**config.mk**
```make
export PLATFORM = sky130hd
export DESIGN_NAME = shift_arbiter
export DESIGN_NICKNAME = d
export VERILOG_FILES = /design/src/rtl/shift_pkg.sv /design/src/rtl/barrel_shifter.sv /design/src/rtl/shift_arbiter.sv
export SDC_FILE = /design/constraint.sdc
export NUM_CORES = 1
export LEC_CHECK = 0
export ABC_AREA = 1
export BUFFER_PORTS_ARGS = -buffer_cell sky130_fd_sc_hd__buf_2
export CORE_MARGIN = 2
export CORE_UTILIZATION = 45
export DETAILED_ROUTE_END_ITERATION = 16
export PLACE_DENSITY = 0.75
export SLEW_MARGIN = 20
export SYNTH_ARGS = -nofsm -noshare
export SYNTH_HDL_FRONTEND = slang
export SYNTH_HIERARCHICAL = 1
export SYNTH_SLANG_ARGS = --single-unit
```
**constraint.sdc**
```tcl
create_clock -name clk -period 1.8 [get_ports clk]
set_input_delay 0.09 -clock clk [delete_from_list [all_inputs] [get_ports clk]]
set_output_delay 0.09 -clock clk [all_outputs]
set_load 0.01 [all_outputs]
```
**src/rtl/shift_pkg.sv**
```systemverilog
// Shared types for the shift arbiter: request operands, shift direction and
// output-stage state.
package shift_pkg;

  typedef enum logic {SHIFT_LEFT = 1'b0, SHIFT_RIGHT = 1'b1} shift_dir_t;

  typedef struct packed {
    logic [7:0] data;
    logic [2:0] amount;
    shift_dir_t dir;
  } shift_req_t;

  localparam int NUM_REQ = 2;

  typedef enum logic {OUT_EMPTY = 1'b0, OUT_FULL = 1'b1} out_state_t;

endpackage

```
**src/rtl/barrel_shifter.sv**
```systemverilog
// Combinational 8-bit logical barrel shifter with zero fill.
module barrel_shifter
  import shift_pkg::*;
(
  input  shift_req_t  req_i,
  output logic [7:0]  data_o
);

  always_comb begin
    if (req_i.dir == SHIFT_RIGHT) data_o = req_i.data >> req_i.amount;
    else                          data_o = req_i.data << req_i.amount;
  end

endmodule

```
**src/rtl/shift_arbiter.sv**
```systemverilog
// Two-requester arbiter in front of a shared barrel shifter, with a one-deep
// registered output stage, requester tag and per-requester grant counters.
module shift_arbiter
  import shift_pkg::*;
#(
  parameter int PRIO_FIXED = 0
) (
  input  logic       clk,
  input  logic       rst_n,
  input  logic       s0_valid,
  output logic       s0_ready,
  input  logic [7:0] s0_data,
  input  logic [2:0] s0_amount,
  input  logic       s0_dir,
  input  logic       s1_valid,
  output logic       s1_ready,
  input  logic [7:0] s1_data,
  input  logic [2:0] s1_amount,
  input  logic       s1_dir,
  output logic       m_valid,
  input  logic       m_ready,
  output logic [7:0] m_data,
  output logic       m_id,
  output logic [7:0] grant_cnt0,
  output logic [7:0] grant_cnt1
);

  out_state_t state_q, state_d;
  logic [7:0] m_data_q, m_data_d;
  logic       m_id_q, m_id_d;
  logic       last_grant_q, last_grant_d;
  logic [7:0] cnt0_q, cnt0_d, cnt1_q, cnt1_d;

  logic       can_accept, pref, fire0, fire1, sel;
  shift_req_t req [NUM_REQ];
  logic [7:0] shift_out;

  assign req[0] = '{data: s0_data, amount: s0_amount, dir: shift_dir_t'(s0_dir)};
  assign req[1] = '{data: s1_data, amount: s1_amount, dir: shift_dir_t'(s1_dir)};

  // Each ready looks only at the other requester's valid, never its own, so a
  // requester can sample ready before deciding to assert valid.
  assign can_accept = (state_q == OUT_EMPTY) || m_ready;
  assign pref       = (PRIO_FIXED != 0) ? 1'b0 : ~last_grant_q;
  assign s0_ready   = can_accept && (!s1_valid || (pref == 1'b0));
  assign s1_ready   = can_accept && (!s0_valid || (pref == 1'b1));
  assign fire0      = s0_valid && s0_ready;
  assign fire1      = s1_valid && s1_ready;

  // Idle cycles keep the last winner's operands on the shifter.
  assign sel = fire1 || (!fire0 && last_grant_q);

  barrel_shifter u_shifter (
    .req_i  (req[sel]),
    .data_o (shift_out)
  );

  always_comb begin
    // NOTE: every next-state signal gets a hold default first so no path
    // through this block can infer a latch.
    state_d      = state_q;
    m_data_d     = m_data_q;
    m_id_d       = m_id_q;
    last_grant_d = last_grant_q;
    cnt0_d       = cnt0_q + {7'd0, fire0};
    cnt1_d       = cnt1_q + {7'd0, fire1};
    if (fire0 || fire1) begin
      state_d      = OUT_FULL;
      m_data_d     = shift_out;
      m_id_d       = fire1;
      last_grant_d = fire1;
    end else if (m_ready) begin
      state_d = OUT_EMPTY;
    end
  end

  // NOTE: sequential state uses non-blocking assignments so every register
  // samples the pre-edge value of every other register.
  always_ff @(posedge clk or negedge rst_n) begin
    if (!rst_n) begin
      state_q      <= OUT_EMPTY;
      m_data_q     <= 8'h00;
      m_id_q       <= 1'b0;
      last_grant_q <= 1'b1;
      cnt0_q       <= 8'h00;
      cnt1_q       <= 8'h00;
    end else begin
      state_q      <= state_d;
      m_data_q     <= m_data_d;
      m_id_q       <= m_id_d;
      last_grant_q <= last_grant_d;
      cnt0_q       <= cnt0_d;
      cnt1_q       <= cnt1_d;
    end
  end

  assign m_valid    = (state_q == OUT_FULL);
  assign m_data     = m_data_q;
  assign m_id       = m_id_q;
  assign grant_cnt0 = cnt0_q;
  assign grant_cnt1 = cnt1_q;

endmodule

```
==> results of run 1 <==
==> per-layer routing <==
metal  vias up  global-route usage, %  routed length, um
met5         -                      0                  0
met4         0                   10.4                114
met3        12                   1.87                358
met2       120                   41.8               3320
met1       951                   26.4               2300
li1        940                      -                  -
==> critical path: stages, from the launching register on <==
cell and delay (ns):
dfstp_2 0.58, inv_2 0.05, nand2_2 0.08, nand3_4 0.10, nand2_8 0.11, nand3_4 0.13, nand2_8 0.14, clkinv_8 0.11
nand2_2 0.13, nand3_4 0.10, nand3_2 0.09, nand3_1 0.10, nand2_1 0.09, nand2_1 0.05
==> placed cells by master, fill, tap and decap left out, types with 2 or more instances in the layout <==
cell | netlist | final
nand3_1 | 68 | 34
inv_2 | 4 | 6
ha_4 | 0 | 2
nand3_4 | 0 | 9
buf_12 | 0 | 3
buf_4 | 2 | 15
nor2_2 | 1 | 2
nand4_1 | 2 | 2
nand2_8 | 0 | 4
nand2_1 | 83 | 48
buf_2 | 1 | 56
dfrtp_1 | 26 | 26
xor2_1 | 6 | 6
nand3_2 | 2 | 27
nor2_4 | 2 | 6
xnor2_1 | 4 | 4
clkbuf_8 | 0 | 3
inv_1 | 12 | 9
nand2_4 | 0 | 20
buf_6 | 3 | 6
nand2_2 | 8 | 20
clkinv_8 | 0 | 2
==> state kept, by name (all words and copies together), names as in the netlist <==
| signal | flops |
|---|---|
| last_grant_q | 1 |
| m_valid | 1 |
| m_data | 8 |
| m_id | 1 |
| grant_cnt1 | 8 |
| grant_cnt0 | 8 |
==> where the power goes <==
group	total, mW	switching, mW	internal (mW)	leakage (nW)
sequential	1.07	0.226	0.847	0.336
clock	0.342	0.183	0.159	0.0228
combinational	2.45	1.47	0.981	1.14
total	3.86	1.88	1.99	1.50
==> cell families after synthesis <==
logic type / Yosys count / share of synthesized area [%]
adders and majority gates: 4 / 2.90
DFF: 27 / 39.3
buffers and inverters: 23 / 6.82
xor gates and xnor gates: 10 / 5.08
and+or+nand+nor: 173 / 45.9
==> cells in the mapped netlist (2+ instances only) <==
library cell  count  area [um^2]
nand2_1          83          312
nand3_1          68          340
buf_4             2         15.0
xnor2_1           4         35.0
nor2_4            2         22.5
nand4_1           2         12.5
ha_1              4         50.1
buf_6             3         33.8
nor2_1            6         22.5
inv_1            12         45.0
nand2_2           8         50.1
xor2_1            6         52.6
inv_2             4         15.0
dfrtp_1          26          651
nand3_2           2         20.0
==> area by class of cell <==
type | count | area (um^2) | area share, %
multi-input cells | 188 | 1480 | 50.9
flip-flops and latches | 27 | 677 | 23.3
repair buffers | 82 | 546 | 18.8
inverters | 17 | 88.8 | 3.06
well taps | 48 | 60.1 | 2.07
clock buffers | 4 | 45.0 | 1.55
repair inverters | 1 | 8.76 | 0.302
==> worst min path at each step <==
stage / start / end / slack (ns) / cells after the start
floorplan: rst_n / grant_cnt0[0]$_DFF_PN0_ / -0.21 / 0
global placement: rst_n / grant_cnt0[3]$_DFF_PN0_ / 0.13 / 1
detailed placement: rst_n / grant_cnt0[3]$_DFF_PN0_ / 0.12 / 1
CTS: m_ready / m_valid$_DFFE_PN0P_ / 0.26 / 5
global route: m_ready / m_valid$_DFFE_PN0P_ / 0.28 / 5
finish: m_ready / m_valid$_DFFE_PN0P_ / 0.26 / 5
==> per-stage QoR <==
stage | worst slack [ns] | instance area [um^2] | utilization (%)
floorplan | 0.00185 | 1750 | -
global placement | -0.0591 | 2150 | 58.8
detailed placement | -0.137 | 2150 | 58.8
CTS | -0.0242 | 2440 | 66.7
global route | -0.284 | 2900 | 79.3
finish | -0.185 | 2900 | 79.3
==> timing repair <==
| action | 4_1_cts | 5_1_grt |
|---|---|---|
| hold buffers | 1 | 0 |
| pin swaps | 12 | 38 |
| endpoints found under the setup margin | 9 | 16 |
| cloned | 2 | 1 |
| resized for setup | 47 | 87 |
| buffers inserted | 4 | 4 |
| hold endpoints to repair | 26 | 0 |
==> flow_summary.toml, run 1 <==
[timing]
slew_headroom_pct = 60.5
hold-worst-slack_ns = 0.262
fin_setup_tns_ns = -0.939
rsz0062_at_grt = "true"
post-route-period-util_pct = 110
hold_viol = 0
fmax_mhz = 504
setup_viol = 8
worst_slack_ns = -0.185
drv_slew = 0
layout_min_cycle_time_ns = 1.99
skew_ns = 0.00121
tightest_slew_ns = 0.593

[worst_setup_path]
r2r_start = "last_grant_q$_DFFE_PN1P_"
rr_worst_depth = 13
critPathCapture = "m_data[0]$_DFFE_PN0P_"
r2r-end = "m_data[0]$_DFFE_PN0P_"
worstPathArrival_ns = 2.15
cp.required_ns = 1.97
worstSetupPathType = "reg -> reg"
start_kind = "flip-flop"
r2r_slack_ns = -0.19
crit_fanout = 8
setup.worst_path.end_class = "flip-flop"
startpoint = "last_grant_q$_DFFE_PN1P_"

[cells_and_area]
antenna_cells = 0
fillCellCount = 223
final-instance-count-excl-fill = 367
syn_to_final_growth_pct = 68.3
drive_gt1_share_pct = 58.0
nets = 353

[clocking]
path_clk_slew_ns = 0.09
htreeDepth = 1
clock_path_buffers = 2
cts_tree = "yes"
cts_inserted_buffers = 3
cts_sinks = 27
clk_latency_ns = 0.27
ctsRootBufferMaster = "clkbuf_8"

[floorplanning]
die_area_mm2 = 0.00434
initial_utilization_pct = 47.1
die_w_um = 65.9
die_h_um = 65.9
core_mm2 = 0.00366
rows = 22
ioPinCount = 57

[outcome]
failed_checks = "setup timing"
run_status = "finished with violations"

[route]
wire_per_inst_um = 16.6
vias = 2023
first_iter_violations = 152
avgViaCountPerCell = 5.51
routed_wl_um = 6090
ant_nets = 0
drc_errors = 0
dr.pass1.iters = 5

[logic_synthesis]
synthFlopType = "dfrtp_1"
syn_area_mm2 = 0.00172
syn-instance-count = 237
yosysSeqAreaShare_pct = 39.3
ys_ff_latch = 27
ys_types = 20
synth_nets = 270
synth_edf_count = 0
syn_avg_cell_area_um2 = 7.27
yosysWarnings = 6
async_flop_share_pct = 100

[placed_design]
io_buffers = 56
place_inst = 351
place_congestion = 0.931
hpwl_um = 3250

[grt]
grt_max_degree = 28
grt_pass1_vias = 1893
track_usage_pct = 22.7
overflow = 0
grt_pass1_wl_um = 7870
antenna_found_initial = 0

[power]
vdd_drop_max_mv = 0.642
leakagePower_nw = 1.50
p_total_mw = 3.86
p_per_area_mw_per_mm2 = 1330

[flow_run]
maxCapViolations = 0

[hold_path]
worstHoldPathType = "in -> reg"
No activity file was read; power rests on OpenSTA's default activity.
==> run 2: changes to the inputs <==
==> constraint.sdc (replaced) <==
create_clock -name clk -period 1.8 [get_ports clk]
set_input_delay 0.09 -clock clk [delete_from_list [all_inputs] [get_ports clk]]
set_output_delay 0.09 -clock clk [all_outputs]
set_load 0.1 [all_outputs]
==> run 2 against run 1 <==
Net effect: the flow still finishes with violations (setup timing); register-to-register slack improved by 0.07 ns; sequential share of layout area rose by 2.7 points; core utilization fell by 7.5 points; count of clock-buffer cells in the layout fell by 1; flip-flop and latch count did not move; routed wire length fell by 19%; worst hold slack got worse by 0.027 ns; final cell count fell by 2.5%; worst setup slack improved by 0.072 ns; die area did not move; largest cell class unchanged; highest routed layer unchanged.
==> flow_summary.toml, run 2 (synthesized netlist as in run 1, its figures left out) <==
[floorplanning]
die_area_mm2 = 0.00434
ioPinCount = 57
die_w_um = 65.9
initial_utilization_pct = 47.1
core_mm2 = 0.00366
die_h_um = 65.9
rows = 22

[cells_and_area]
syn_to_final_growth_pct = 52.4
antenna_cells = 0
most-common-layout-cells = "nand2_1 (58), buf_2 (56), nand3_1 (44)"
final_area_mm2 = 0.00263
final-instance-count-excl-fill = 358
mostFrequentLayoutCell = "nand2_1"
nets = 344
fillCellCount = 279
drive_gt1_share_pct = 52.3

[timing]
slew_headroom_pct = 61.7
drv_slew = 0
hold_viol = 0
layout_min_cycle_time_ns = 1.91
setup_viol = 9
worst_slack_ns = -0.113
tightest_slew_ns = 0.575
post-route-period-util_pct = 106
fmax_mhz = 523
skew_ns = 0.00149
rsz0062_at_grt = "true"

[placed_design]
io_buffers = 56
place_congestion = 0.890
place_area_mm2 = 0.00217
hpwl_um = 3160
place_inst = 346

[flow_run]
maxCapViolations = 0

[worst_setup_path]
start_kind = "flip-flop"
worstPathArrival_ns = 2.08
r2r_start = "last_grant_q$_DFFE_PN1P_"
worstSetupPathType = "reg -> reg"
cp.required_ns = 1.97
r2r_slack_ns = -0.11
crit_fanout = 8
r2r-end = "m_data[5]$_DFFE_PN0P_"
setup.worst_path.end_class = "flip-flop"
rr_worst_depth = 14

[route]
routed_wl_um = 4950
ant_nets = 0
first_iter_violations = 115
dr.pass1.iters = 4
vias = 1926
drc_errors = 0
wire_per_inst_um = 13.8
avgViaCountPerCell = 5.38

[clocking]
clock_path_buffers = 2
path_clk_slew_ns = 0.09
cts_inserted_buffers = 3
htreeDepth = 1
clk_latency_ns = 0.27
cts_tree = "yes"
ctsRootBufferMaster = "clkbuf_8"
cts_sinks = 27

[grt]
grt.met1_usage_pct = 24.8
grt_use_met2_pct = 36.6
track_usage_pct = 21.0
grt_pass1_wl_um = 7180
met3_usage_pct = 2.56
grt_pass1_vias = 1708
overflow = 0
top_usage_layer = "met2"
grt_max_degree = 28
antenna_found_initial = 0

[outcome]
run_status = "finished with violations"
failed_checks = "setup timing"

[hold_path]
hold_depth = 5
worstHoldPathType = "in -> reg"
hold_end = "m_valid$_DFFE_PN0P_"
worstHoldStart = "m_ready"
==> run 2: worst max-delay path: stages, from the launching register on <==
cell	delay, ns
dfstp_2	0.57
inv_2	0.05
nand2_4	0.06
nand3_4	0.09
nand2_8	0.13
nand2_8	0.07
buf_4	0.15
nand2_1	0.08
nand2_2	0.08
nand2_2	0.13
nand3_1	0.11
nand3_2	0.11
nand3_2	0.07
nand2_1	0.08
nand2_1	0.05
==> run 2: through the flow <==
stage          setup slack [ns]  hold slack [ns]  util [%]  TNS, ns
2_1_floorplan            -0.120           -0.206         -    -1.04
3_3_place_gp             -0.130            0.123      59.3   -0.746
3_5_place_dp             -0.145            0.121      59.3   -0.946
4_1_cts                -0.00393            0.241      65.0  -0.0119
5_1_grt                  -0.233            0.249      71.8    -1.94
6_report                 -0.113            0.234      71.8   -0.637
==> run 2: final cells by class <==
cell class / instances / area, um^2 / area share [%]
Tap cell: 48 / 60.1 / 2.29
Sequential cell: 27 / 683 / 26.0
Timing Repair Buffer: 73 / 429 / 16.3
Timing Repair inverter: 1 / 6.26 / 0.238
Clock buffer: 3 / 41.3 / 1.57
Inverter: 17 / 80.1 / 3.05
Clock inverter: 1 / 5.00 / 0.190
Multi-Input combinational cell: 188 / 1320 / 50.3
==> run 2: worst max path at each step <==
stage	from	cells after the start	endpoint
6_report	last_grant_q$_DFFE_PN1P_	14	m_data[5]$_DFFE_PN0P_
5_1_grt	last_grant_q$_DFFE_PN1P_	14	m_data[5]$_DFFE_PN0P_
4_1_cts	last_grant_q$_DFFE_PN1P_	14	m_data[5]$_DFFE_PN0P_
3_5_place_dp	last_grant_q$_DFFE_PN1P_	14	m_data[7]$_DFFE_PN0P_
3_3_place_gp	last_grant_q$_DFFE_PN1P_	14	m_data[3]$_DFFE_PN0P_
2_1_floorplan	m_valid$_DFFE_PN0P_	14	m_data[6]$_DFFE_PN0P_
==> run 2: timing repair <==
action                     in CTS  in global routing
hold buffers                    1                  0
buffers inserted                1                  3
gates cloned                    3                  0
resized for setup              39                 46
hold endpoints to repair       26                  0
pin swaps                      12                 28
setup endpoints to repair       8                 11
==> run 2: routing by layer <==
metal  vias to the layer above  part of all wire, %
li1                        926                    -
met1                       894                   39
met5                         -                    0
met3                        16                  5.1
met4                         0                  3.0
met2                        90                   53
Power of run 2 is not shown: default switching activity piles up to over one toggle a cycle in this logic, so the estimate is an artifact.
==> run 3: changes to the inputs <==
--- a/config.mk
+++ b/config.mk
@@ -11,6 +11,7 @@
 export CORE_UTILIZATION = 45
 export DETAILED_ROUTE_END_ITERATION = 16
 export PLACE_DENSITY = 0.75
+export REMOVE_ABC_BUFFERS = 1
 export SLEW_MARGIN = 20
 export SYNTH_ARGS = -nofsm -noshare
 export SYNTH_HDL_FRONTEND = slang
==> run 3 against run 2 <==
Net effect: the flow still finishes with violations (setup timing); first-iteration DRC count is 57% higher; global-route usage is 0.86 points higher; register-to-register slack worse by 0.08 ns; design area is 16% higher; worst hold slack worse by 0.074 ns; clock skew hardly changed; worst setup slack worse by 0.076 ns; flip-flop and latch count stayed put; final cell count is 1.4% higher; critical path type unchanged; critical endpoint is now m_data[2]$_DFFE_PN0P_.
==> flow_summary.toml, run 3 (synthesized netlist as in run 1, its figures left out) <==
[power]
p_per_area_mw_per_mm2 = 1880
power_frac_comb_pct = 75.2
leakagePower_nw = 1.58
p_int_mw = 2.07
seqPwrFrac_pct = 18.7
switching_share_pct = 64.0
clockPowerShare_pct = 6.1
switchingPower_mw = 3.67
vdd_drop_max_mv = 1.02

[cells_and_area]
mostFrequentLayoutCell = "buf_2"
drive_gt1_share_pct = 62.5
final_area_mm2 = 0.00305
syn_to_final_growth_pct = 76.9
antenna_cells = 0
nets = 349
most-common-layout-cells = "buf_2 (56), nand2_1 (48), nand3_2 (43)"
fin_util_pct = 83.3

[grt]
antenna_found_initial = 0
top_usage_layer = "met2"
met3_usage_pct = 1.70
grt_pass1_wl_um = 7600
track_usage_pct = 21.9
grt_use_met2_pct = 39.0
grt_pass1_vias = 1817
grt.met1_usage_pct = 27.7
grt_max_degree = 28
overflow = 0

[timing]
post-route-period-util_pct = 111
fmax_mhz = 503
hold-worst-slack_ns = 0.160
hold_viol = 0
rsz0062_at_grt = "true"
layout_min_cycle_time_ns = 1.99
slew_headroom_pct = 58.3
worst_slack_ns = -0.189
skew_ns = 0.00172
tightest_slew_ns = 0.626
setup_viol = 9
drv_slew = 0

[clocking]
cts_sinks = 27
path_clk_slew_ns = 0.09
cts_inserted_buffers = 3
clk_latency_ns = 0.27
ctsRootBufferMaster = "clkbuf_8"
htreeDepth = 1
cts_tree = "yes"
clock_path_buffers = 2

[worst_setup_path]
worstPathArrival_ns = 2.20
worstSetupPathType = "reg -> reg"
crit_fanout = 13
start_kind = "flip-flop"
cp.required_ns = 2.01
setup.worst_path.end_class = "flip-flop"

[floorplanning]
rows = 22
initial_utilization_pct = 47.1
die_area_mm2 = 0.00434
ioPinCount = 57
core_mm2 = 0.00366
die_w_um = 65.9
die_h_um = 65.9

[placed_design]
io_buffers = 56
place_congestion = 0.899
place_area_mm2 = 0.00209
hpwl_um = 3130

[route]
dr.pass1.iters = 4
first_iter_violations = 181
wire_per_inst_um = 18.7
vias = 2054
avgViaCountPerCell = 5.66
ant_nets = 0
drc_errors = 0
routed_wl_um = 6800

[flow_run]
maxCapViolations = 0

[hold_path]
worstHoldPathType = "in -> reg"

[outcome]
run_status = "finished with violations"
failed_checks = "setup timing"
run 3: changes by cell type in the layout (fill, tap and decap cells not counted), moves of 5 or more:
| cell | delta |
|---|---|
| nand2_1 | -10 |
| nand2_2 | -14 |
| nand2_4 | +22 |
| nand3_1 | -27 |
| nand3_2 | +22 |
| nand3_4 | +5 |
run 3: area by class of cell:
type	instances	area, um^2
Inverter	17	83.8
Sequential cell	27	677
Multi-Input combinational cell	188	1630
Tap cell	48	60.1
Timing Repair Buffer	79	556
Fill cell	196	612
Clock buffer	4	45.0
run 3: timing repair:
action / 4_1_cts / 5_1_grt
hold buffers: 1 / 0
endpoints found under the hold margin: 26 / 0
gates resized for setup: 47 / 125
setup buffers: 3 / 6
pin swaps: 14 / 36
cloned: 2 / 1
setup endpoints to repair: 9 / 14
run 3: worst paths after layout:
check | from | endpoint | slack, ns | depth (start not counted)
worst max-delay path | last_grant_q$_DFFE_PN1P_ | m_data[2]$_DFFE_PN0P_ | -0.19 | 13
worst min-delay path | m_ready | m_valid$_DFFE_PN0P_ | 0.16 | 4
worst max register to register | last_grant_q$_DFFE_PN1P_ | m_data[2]$_DFFE_PN0P_ | -0.19 | 13
worst min register to register | m_data[3]$_DFFE_PN0P_ | m_data[3]$_DFFE_PN0P_ | 0.48 | 2
max in group asynchronous | rst_n | grant_cnt1[5]$_DFF_PN0_ | 1.03 | 2
min in group asynchronous | rst_n | grant_cnt0[2]$_DFF_PN0_ | 0.36 | 2
run 3: worst max-delay path: stages, from the launching register on:
cell     delay, ns
dfstp_2       0.57
inv_2         0.05
nand2_4       0.07
nand3_4       0.10
nand2_8       0.12
nand2_8       0.10
nand2_2       0.16
nand2_8       0.10
inv_8         0.14
buf_4         0.17
nand3_1       0.10
nand3_2       0.08
nand2_1       0.06
nand2_1       0.10
run 3: metal layers:
layer	wire [um]	part of all wire (%)
met4	439	6.5
met5	0	0
met1	2580	38
met2	3340	49
met3	447	6.6
run 3: metrics by stage:
stage	setup WS [ns]	cells	TNS (ns)	total power, mW
floorplan	-0.769	231	-9.60	3.59
global placement	-0.0780	346	-0.360	4.15
detailed placement	-0.141	346	-0.999	4.19
CTS	-0.0166	356	-0.101	4.78
global route	-0.249	363	-2.14	5.97
finish	-0.189	363	-1.24	5.75
run 3: power by group through the flow:
stage	Clock (mW)	Sequential, mW	Combinational [mW]
6_report	0.348	1.08	4.32
5_1_grt	0.377	1.10	4.49
4_1_cts	0.336	1.02	3.42
3_5_place_dp	0	1.03	3.16
3_3_place_gp	0	1.03	3.13
2_1_floorplan	0	2.67	0.918
